**src/rtl/ddr2_refresh_scheduler.sv**
```systemverilog
// rtl/ddr2_refresh_scheduler.sv - DDR2 auto-refresh request scheduler with postponement credits and tRFC blackout
module ddr2_refresh_scheduler #(
  parameter int TREFI_CLK     = 7800,
  parameter int TRFC_CLK      = 51,
  parameter int MAX_POSTPONE  = 8,
  parameter int URGENT_THRESH = 4
) (
  input  logic       clk,
  input  logic       resetbar,
  input  logic       ready_i,
  input  logic       sr_active_i,
  input  logic       ref_ack_i,
  output logic       ref_req_o,
  output logic       ref_urgent_o,
  output logic       ref_busy_o,
  output logic [3:0] pending_o,
  output logic       overflow_err_o
);

  localparam int CNT_W = (TREFI_CLK > 1) ? $clog2(TREFI_CLK) : 1;
  localparam int RFC_W = $clog2(TRFC_CLK + 1);
  localparam logic [CNT_W-1:0] INTERVAL_LAST = CNT_W'(TREFI_CLK - 1);
  localparam logic [RFC_W-1:0] RFC_LOAD      = RFC_W'(TRFC_CLK - 1);
  localparam logic [3:0]       PEND_MAX      = 4'(MAX_POSTPONE);
  localparam logic [3:0]       PEND_URGENT   = 4'(URGENT_THRESH);

  localparam logic [0:0] ST_IDLE = 1'b0;
  localparam logic [0:0] ST_TRFC = 1'b1;

  logic [CNT_W-1:0] interval_q, interval_d;
  logic [3:0]       pending_q, pending_d;
  logic [0:0]       state_q, state_d;
  logic [RFC_W-1:0] rfc_q, rfc_d;
  logic             overflow_q, overflow_d;

  logic counting;
  logic tick;
  logic ack_accepted;

  assign ref_req_o      = (state_q == ST_IDLE) && (pending_q != 4'd0) && ready_i;
  assign ref_busy_o     = (state_q == ST_TRFC);
  assign ref_urgent_o   = (pending_q >= PEND_URGENT);
  assign pending_o      = pending_q;
  assign overflow_err_o = overflow_q;

  always_comb begin
    counting     = ready_i && !sr_active_i;
    tick         = counting && (interval_q == INTERVAL_LAST);
    ack_accepted = ref_req_o && ref_ack_i;

    interval_d = interval_q;
    if (!ready_i) begin
      interval_d = '0;
    end else if (counting) begin
      interval_d = tick ? '0 : interval_q + 1'b1;
    end

    // A tick against a full credit pool is lost and latched as an error.
    pending_d  = pending_q;
    overflow_d = overflow_q;
    if (!ready_i) begin
      pending_d = 4'd0;
    end else if (tick && !ack_accepted) begin
      if (pending_q == PEND_MAX) begin
        overflow_d = 1'b1;
      end else begin
        pending_d = pending_q + 4'd1;
      end
    end else if (ack_accepted && !tick) begin
      pending_d = pending_q - 4'd1;
    end

    // The blackout ignores ready_i so an issued refresh always completes.
    state_d = state_q;
    rfc_d   = rfc_q;
    case (state_q)
      ST_IDLE: begin
        if (ack_accepted) begin
          state_d = ST_TRFC;
          rfc_d   = RFC_LOAD;
        end
      end
      default: begin
        if (rfc_q == '0) begin
          state_d = ST_IDLE;
        end else begin
          rfc_d = rfc_q - 1'b1;
        end
      end
    endcase
  end

  always_ff @(posedge clk or negedge resetbar) begin
    if (!resetbar) begin
      interval_q <= '0;
      pending_q  <= 4'd0;
      state_q    <= ST_IDLE;
      rfc_q      <= '0;
      overflow_q <= 1'b0;
    end else begin
      interval_q <= interval_d;
      pending_q  <= pending_d;
      state_q    <= state_d;
      rfc_q      <= rfc_d;
      overflow_q <= overflow_d;
    end
  end

endmodule

```
**config.mk**
```make
export PLATFORM = sky130hd
export DESIGN_NAME = ddr2_refresh_scheduler
export DESIGN_NICKNAME = d
export VERILOG_FILES = /design/src/rtl/ddr2_refresh_scheduler.sv
export SDC_FILE = /design/constraint.sdc
export NUM_CORES = 1
export LEC_CHECK = 0
export CORE_MARGIN = 3
export CORE_UTILIZATION = 55
export DETAILED_ROUTE_END_ITERATION = 7
export PLACE_DENSITY = 0.77
export REMOVE_ABC_BUFFERS = 1
export SLEW_MARGIN = 20
export SYNTH_ARGS = -nofsm -noshare
export SYNTH_HDL_FRONTEND = slang
export SYNTH_SLANG_ARGS = --single-unit
export TNS_END_PERCENT = 10
```
**constraint.sdc**
```tcl
create_clock -name clk -period 3.2 [get_ports clk]
set_input_delay 0.48 -clock clk [delete_from_list [all_inputs] [get_ports clk]]
set_output_delay 0.48 -clock clk [all_outputs]
set_load 0.01 [all_outputs]
```
==> results.json, run 1 <==
{
  "place_area_um2": 1610,
  "synth_top_area_cell": "sky130_fd_sc_hd__dfrtp_1",
  "power-per-cell-area_nw_per_um2": 458,
  "largest_family_of_logic_cells_by_synthesized_area": "simple AND/OR/NAND/NOR gates",
  "finalWorstPathRequiredPeriod_ps": 2680,
  "cp_slowest_cell": "sky130_fd_sc_hd__clkdlybuf4s50_1",
  "drtAntennaViolNets": 0,
  "synthDistinctLibCells": 44,
  "crit_path_max_incr_delay_ps": 620,
  "detail_route.wl_per_cell_um": 14.8,
  "critical_path.max_fanout": 7,
  "finalHoldViolCount": 0,
  "post_cts_resize_count": 0,
  "critical-path-top-delay-family": "simple AND/OR/NAND/NOR gates",
  "first_global_vias": 1158,
  "synth_area_per_cell_um2": 9.57,
  "drt-pass1-iter-count": 5,
  "gr-total-overflow": 0,
  "outcome": "finished clean",
  "cts_setup_buffers": 0,
  "crit_arrival_ps": 2880,
  "timing.setup.tns_ps": 0,
  "final.fill_count": 218,
  "ant_diodes": 0,
  "timing.rr.end": "pending_o[3]",
  "grt_max_degree": 26,
  "worst_setup_hold_path_clk_slew_ps": 130,
  "netlist_top_cells_area": "sky130_fd_sc_hd__dfrtp_1 (43%), sky130_fd_sc_hd__nand2_1 (5.4%), sky130_fd_sc_hd__o21ai_0 (4.1%)",
  "fmaxAchievable_mhz": 373,
  "worstHoldPathType": "reg2reg",
  "fin_crit_sh": 0.838,
  "die_width_um": 57.4,
  "worst_hold_path.num_cells": 1,
  "max-vdd-ir-drop_uv": 421,
  "drt_first_iter_violations": 37,
  "worst-setup-path-type": "in2reg",
  "worst_clock_skew_ps": 16.0,
  "dr_total_vias": 1170,
  "xor_and_xnor_area_share_after_synthesis": 0.0422,
  "grt_first_pass_wirelength_um": 5200,
  "slew_headroom": 0.675,
  "gp_routability_congestion": 0.857,
  "regToRegStartpoint": "pending_o[0]",
  "placement.io_buffers": 12,
  "core_region_area_um2": 2500,
  "report.final.setup_viol": 0,
  "hold_path.startpoint": "overflow_err_o",
  "critical_path.startpoint_type": "primary input",
  "grt_setup_unrepaired": "no",
  "layout.nets": 178,
  "fp.dieArea_um2": 3300,
  "final_layout_size_suffix_gt1_frac": 0.120,
  "hold-path-endpoint": "overflow_err_o",
  "synth_compound_gate_area_share": 0.188,
  "max_cap_viol_count": 0,
  "layout.cells.most_common_list": "sky130_fd_sc_hd__dfrtp_1 (25), sky130_fd_sc_hd__nand2_1 (21), sky130_fd_sc_hd__o21ai_0 (12), sky130_fd_sc_hd__clkdlybuf4s50_1 (12), sky130_fd_sc_hd__inv_1 (10)",
  "synth_simple_gate_area_frac": 0.257,
  "power.static_leakage_uw": 0.000728,
  "r2r_cells": 10,
  "synth_mux_area_frac": 0,
  "track_usage": 0.199,
  "yosys_register_bits": 25,
  "drc": 0,
  "cts.htree.levels": 1,
  "regToRegSetupSlack_ps": 660,
  "hold_bufs_inserted_after_cts": 0,
  "finalCoreUtilization": 0.656,
  "synth-adder-area-share": 0.0482,
  "area_growth_syn_to_layout_pct": 12.8,
  "crit_path_cell_trace": "clkdlybuf4s50_1 -> nand2_1 -> or3_4 -> nand2b_4 -> ha_1 -> a21o_2 -> a21oi_1 -> nand3_1 -> o31ai_2 -> xnor2_1 -> o22ai_1",
  "clock_sink_count": 25,
  "max_slew.worst_pin.slew_ps": 486,
  "floorplan.rows": 18,
  "insertion_delay_ps": 320,
  "maxSlewViolCount": 0,
  "drt-vias-per-instance": 5.94,
  "die-height_um": 57.4,
  "critical_path.n_buffers_inverters": 1,
  "totalWireLength_um": 2910,
  "cts_made_buffers": 3,
  "ioPinCount": 13,
  "synthesis.yosys.warnings": 0,
  "critPathCaptureType": "flop",
  "power.total_uw": 752,
  "required_arrival_time_at_the_worst_endpoint_ps": 3400,
  "cts-root-buf": "sky130_fd_sc_hd__clkbuf_4",
  "synth-seq-area-share": 0.430,
  "post-route-cell-area_um2": 1640,
  "synth_cells": 152,
  "synthesized_cell_area_um2": 1450,
  "yosysTopAreaCellShare": 0.430,
  "half_perimeter_wire_length_of_the_detailed_placement_result_um": 2180,
  "clock_tree.buffer_depth": 2,
  "tritoncts": "done",
  "most_common_cell_after_layout_fill_and_taps_aside": "sky130_fd_sc_hd__dfrtp_1",
  "initial_core_util": 0.582,
  "antenna_found_initial": 0
}
## power breakdown
group / internal [uW] / total [uW] / switching (uW)
Combinational: 87.4 / 180 / 92.9
Sequential: 364 / 427 / 63.9
Clock: 47.7 / 144 / 96.4
## Yosys cell counts (all sizes together)
master   n
ha       4
and3     2
nand2   21
inv     11
and4bb   2
a31oi    1
fa       1
nand2b   2
or3      1
a21oi    3
o22ai    2
nor4     3
xor2     2
nor2     9
nor2b    4
or2      1
nand3    7
dfrtp   25
o21ai   17
nand4    2
a211oi   1
o41ai    3
a21o     2
xnor2    5
o31ai    5
nand3b   1
buf      2
and2     2
nor3     6
a22o     2
and4     2
o32ai    1
## metal layers
layer	wire length, um	global-route usage	share of wire
met1	1250	0.249	0.43
met2	1500	0.348	0.52
met3	118	0.0226	0.041
met4	35	0.0795	0.012
met5	0	0	0
## cell type report
type                            count  area (um2)  area share
Clock buffer                        3        22.5      0.0137
Clock inverter                      1        7.51     0.00458
Inverter                           11        41.3      0.0252
Multi-Input combinational cell    114         778       0.474
Sequential cell                    25         626       0.381
Tap cell                           30        37.5      0.0229
Timing Repair Buffer               13         128      0.0778
## worst max path at each step
stage	start	end	slack [ps]	cells past startpoint
after floorplan	pending_o[0]	pending_o[3]	870	10
after global placement	ready_i	pending_o[3]	300	11
after detailed placement	ready_i	pending_o[3]	200	11
after CTS	ready_i	pending_o[3]	550	11
after global routing	ready_i	pending_o[3]	390	11
final	ready_i	pending_o[3]	520	11
## state kept, by name, summed over array words and instances (netlist names)
| name | count |
|---|---|
| interval_q | 13 |
| rfc_q | 6 |
| pending_o | 4 |
| overflow_err_o | 1 |
| ref_busy_o | 1 |
## worst register-to-register path, stage by stage, from the launching register on
cell,delay [ps]
sky130_fd_sc_hd__dfrtp_1,500
sky130_fd_sc_hd__nor4_2,430
sky130_fd_sc_hd__or3_4,240
sky130_fd_sc_hd__nand2b_4,90
sky130_fd_sc_hd__ha_1,270
sky130_fd_sc_hd__a21o_2,210
sky130_fd_sc_hd__a21oi_1,210
sky130_fd_sc_hd__nand3_1,120
sky130_fd_sc_hd__o31ai_2,100
sky130_fd_sc_hd__xnor2_1,150
sky130_fd_sc_hd__o22ai_1,100
## kinds of logic after synthesis
logic type / after synthesis
AO/OA/AOI/OAI: 37
adder cells (fa/ha/maj): 5
flip-flops: 25
buffers and inverters: 13
AND/OR/NAND/NOR: 65
XOR/XNOR: 7
## through the flow
step / worst slack [ps] / hold WS [ps] / cells
final: 519 / 482 / 197
after global routing: 393 / 506 / 197
after CTS: 549 / 486 / 197
after detailed placement: 200 / 456 / 193
after global placement: 300 / 441 / 193
after floorplan: 873 / 184 / 150
No activity file was read; power rests on OpenSTA's default activity.
==> run 2, diff against run 1 <==
==> constraint.sdc (replaced) <==
create_clock -name clk -period 2.6 [get_ports clk]
set_input_delay 0.39 -clock clk [delete_from_list [all_inputs] [get_ports clk]]
set_output_delay 0.39 -clock clk [all_outputs]
set_load 0.01 [all_outputs]
==> run 2 against run 1 <==
Worst setup slack worse by 290 ps. Critical path type unchanged. Via count up 4.6%. Register-to-register slack worse by 400 ps. Die area unchanged. Critical path depth unchanged.
==> results.json, run 2 (same netlist as run 1, synthesis figures left out) <==
{
  "power.static_leakage_uw": 0.000772,
  "register_with_the_highest_flop_count": "interval_q",
  "worst_setup_hold_path_clk_slew_ps": 130,
  "power-per-cell-area_nw_per_um2": 540,
  "drtAntennaViolNets": 0,
  "max_slew.worst_pin.slew_ps": 479,
  "p_seq_frac": 0.566,
  "fmaxAchievable_mhz": 421,
  "post_cts_resize_count": 0,
  "die_width_um": 57.4,
  "drc": 0,
  "maxSlewViolCount": 0,
  "outcome": "finished clean",
  "max-vdd-ir-drop_uv": 541,
  "cts_made_buffers": 3,
  "required_arrival_time_at_the_worst_endpoint_ps": 2810,
  "hold_bufs_inserted_after_cts": 0,
  "half_perimeter_wire_length_of_the_detailed_placement_result_um": 2370,
  "report.final.setup_viol": 0,
  "layout.cells.most_common_list": "sky130_fd_sc_hd__dfrtp_1 (25), sky130_fd_sc_hd__nand2_1 (21), sky130_fd_sc_hd__o21ai_0 (12), sky130_fd_sc_hd__clkdlybuf4s50_1 (12), sky130_fd_sc_hd__buf_4 (11)",
  "gr-total-overflow": 0,
  "worstHoldPathType": "in2async",
  "track_usage": 0.214,
  "die-height_um": 57.4,
  "critPathCaptureType": "flop",
  "comb_power_share": 0.244,
  "fp.dieArea_um2": 3300,
  "slew_headroom": 0.679,
  "placement.setup.worst_slack_ps": -115,
  "finalCoreUtilization": 0.685,
  "clock_tree.buffer_depth": 2,
  "timing.setup.tns_ps": 0,
  "detail_route.wl_per_cell_um": 15.2,
  "critical_path.max_fanout": 4,
  "cts_setup_buffers": 0,
  "finalWorstPathRequiredPeriod_ps": 2370,
  "p_clk_frac": 0.190,
  "cts-root-buf": "sky130_fd_sc_hd__clkbuf_4",
  "largest_register_ff_count": 13,
  "antenna_found_initial": 0,
  "floorplan.rows": 18,
  "final_layout_size_suffix_gt1_frac": 0.164,
  "clock_sink_count": 25,
  "area_growth_syn_to_layout_pct": 17.7,
  "worst_slack_ps": 225,
  "max_cap_viol_count": 0,
  "insertion_delay_ps": 320,
  "total_switching_power_uw": 306,
  "critical_path.startpoint_type": "primary input",
  "worst-setup-path-type": "in2reg",
  "dr_total_vias": 1224,
  "ioPinCount": 13,
  "tritoncts": "done",
  "grt_first_pass_wirelength_um": 5540,
  "internal_power_uw": 618,
  "drt-pass1-iter-count": 4,
  "sw_frac_of_total": 0.331,
  "first_global_vias": 1237,
  "placement.io_buffers": 12,
  "regToRegSetupSlack_ps": 260,
  "crit_arrival_ps": 2590,
  "fin_crit_sh": 0.913,
  "cts.htree.levels": 1,
  "core_region_area_um2": 2500,
  "grt_setup_unrepaired": "no",
  "initial_core_util": 0.582,
  "worst_clock_skew_ps": 5.32,
  "drt_first_iter_violations": 47,
  "power.total_uw": 924,
  "gp_routability_congestion": 0.866,
  "layout.nets": 188,
  "totalWireLength_um": 3150,
  "finalHoldViolCount": 0,
  "grt_max_degree": 26,
  "drt-vias-per-instance": 5.91,
  "ant_diodes": 0,
  "most_common_cell_after_layout_fill_and_taps_aside": "sky130_fd_sc_hd__dfrtp_1",
  "worst_hold_slack_ps": 417
}
run 2: cell count changes in the layout (fill, tap and decap cells not counted):
| cell | previous run | this run |
|---|---|---|
| sky130_fd_sc_hd__buf_4 | 1 | 11 |
| sky130_fd_sc_hd__clkbuf_1 | 0 | 1 |
| sky130_fd_sc_hd__clkinvlp_4 | 1 | 0 |
run 2: final cells by class:
| class | instances | area [um2] |
|---|---|---|
| Tap cell | 30 | 37.5 |
| Multi-Input combinational cell | 114 | 778 |
| Inverter | 11 | 41.3 |
| Fill cell | 200 | 788 |
| Timing Repair Buffer | 23 | 203 |
| Sequential cell | 25 | 626 |
| Clock buffer | 4 | 26.3 |
run 2: final timing paths:
check                           cells past startpoint           start             end
min in group clk                                    1  interval_q[12]  interval_q[12]
max in group asynchronous                           2        resetbar   interval_q[7]
worst max register to register                     10    pending_o[0]    pending_o[3]
worst min register to register                      1  interval_q[12]  interval_q[12]
worst min-delay path                                2        resetbar        rfc_q[4]
worst max-delay path                               11         ready_i    pending_o[3]
run 2: metrics by stage:
step	instance area (um2)	cells
floorplan	1450	150
global placement	1690	203
detailed placement	1690	203
CTS	1710	207
global route	1710	207
finish	1710	207
run 2: power by group through the flow:
stage          registers [uW]  logic, uW  clock network (uW)
6_report                  523        226                 175
5_1_grt                   531        260                 191
4_1_cts                   522        230                 179
3_5_place_dp              530        228                   0
3_3_place_gp              525        216                   0
2_1_floorplan             520        162                   0
run 2: layer usage:
metal	up-vias	track usage	part of all wire
met3	5	0.0226	0.029
met5	-	0	0
met1	598	0.263	0.45
met4	0	0.0828	0.016
met2	24	0.381	0.51
li1	597	-	-
run 2: worst max-delay path, cell delays in order:
cell,delay (ps)
sky130_fd_sc_hd__clkdlybuf4s50_1,550
sky130_fd_sc_hd__and4bb_1,240
sky130_fd_sc_hd__nand4_2,110
sky130_fd_sc_hd__nand2b_4,150
sky130_fd_sc_hd__ha_1,270
sky130_fd_sc_hd__a21o_2,220
sky130_fd_sc_hd__a21oi_1,200
sky130_fd_sc_hd__nand3_1,120
sky130_fd_sc_hd__o31ai_2,100
sky130_fd_sc_hd__xnor2_1,140
sky130_fd_sc_hd__o22ai_1,90
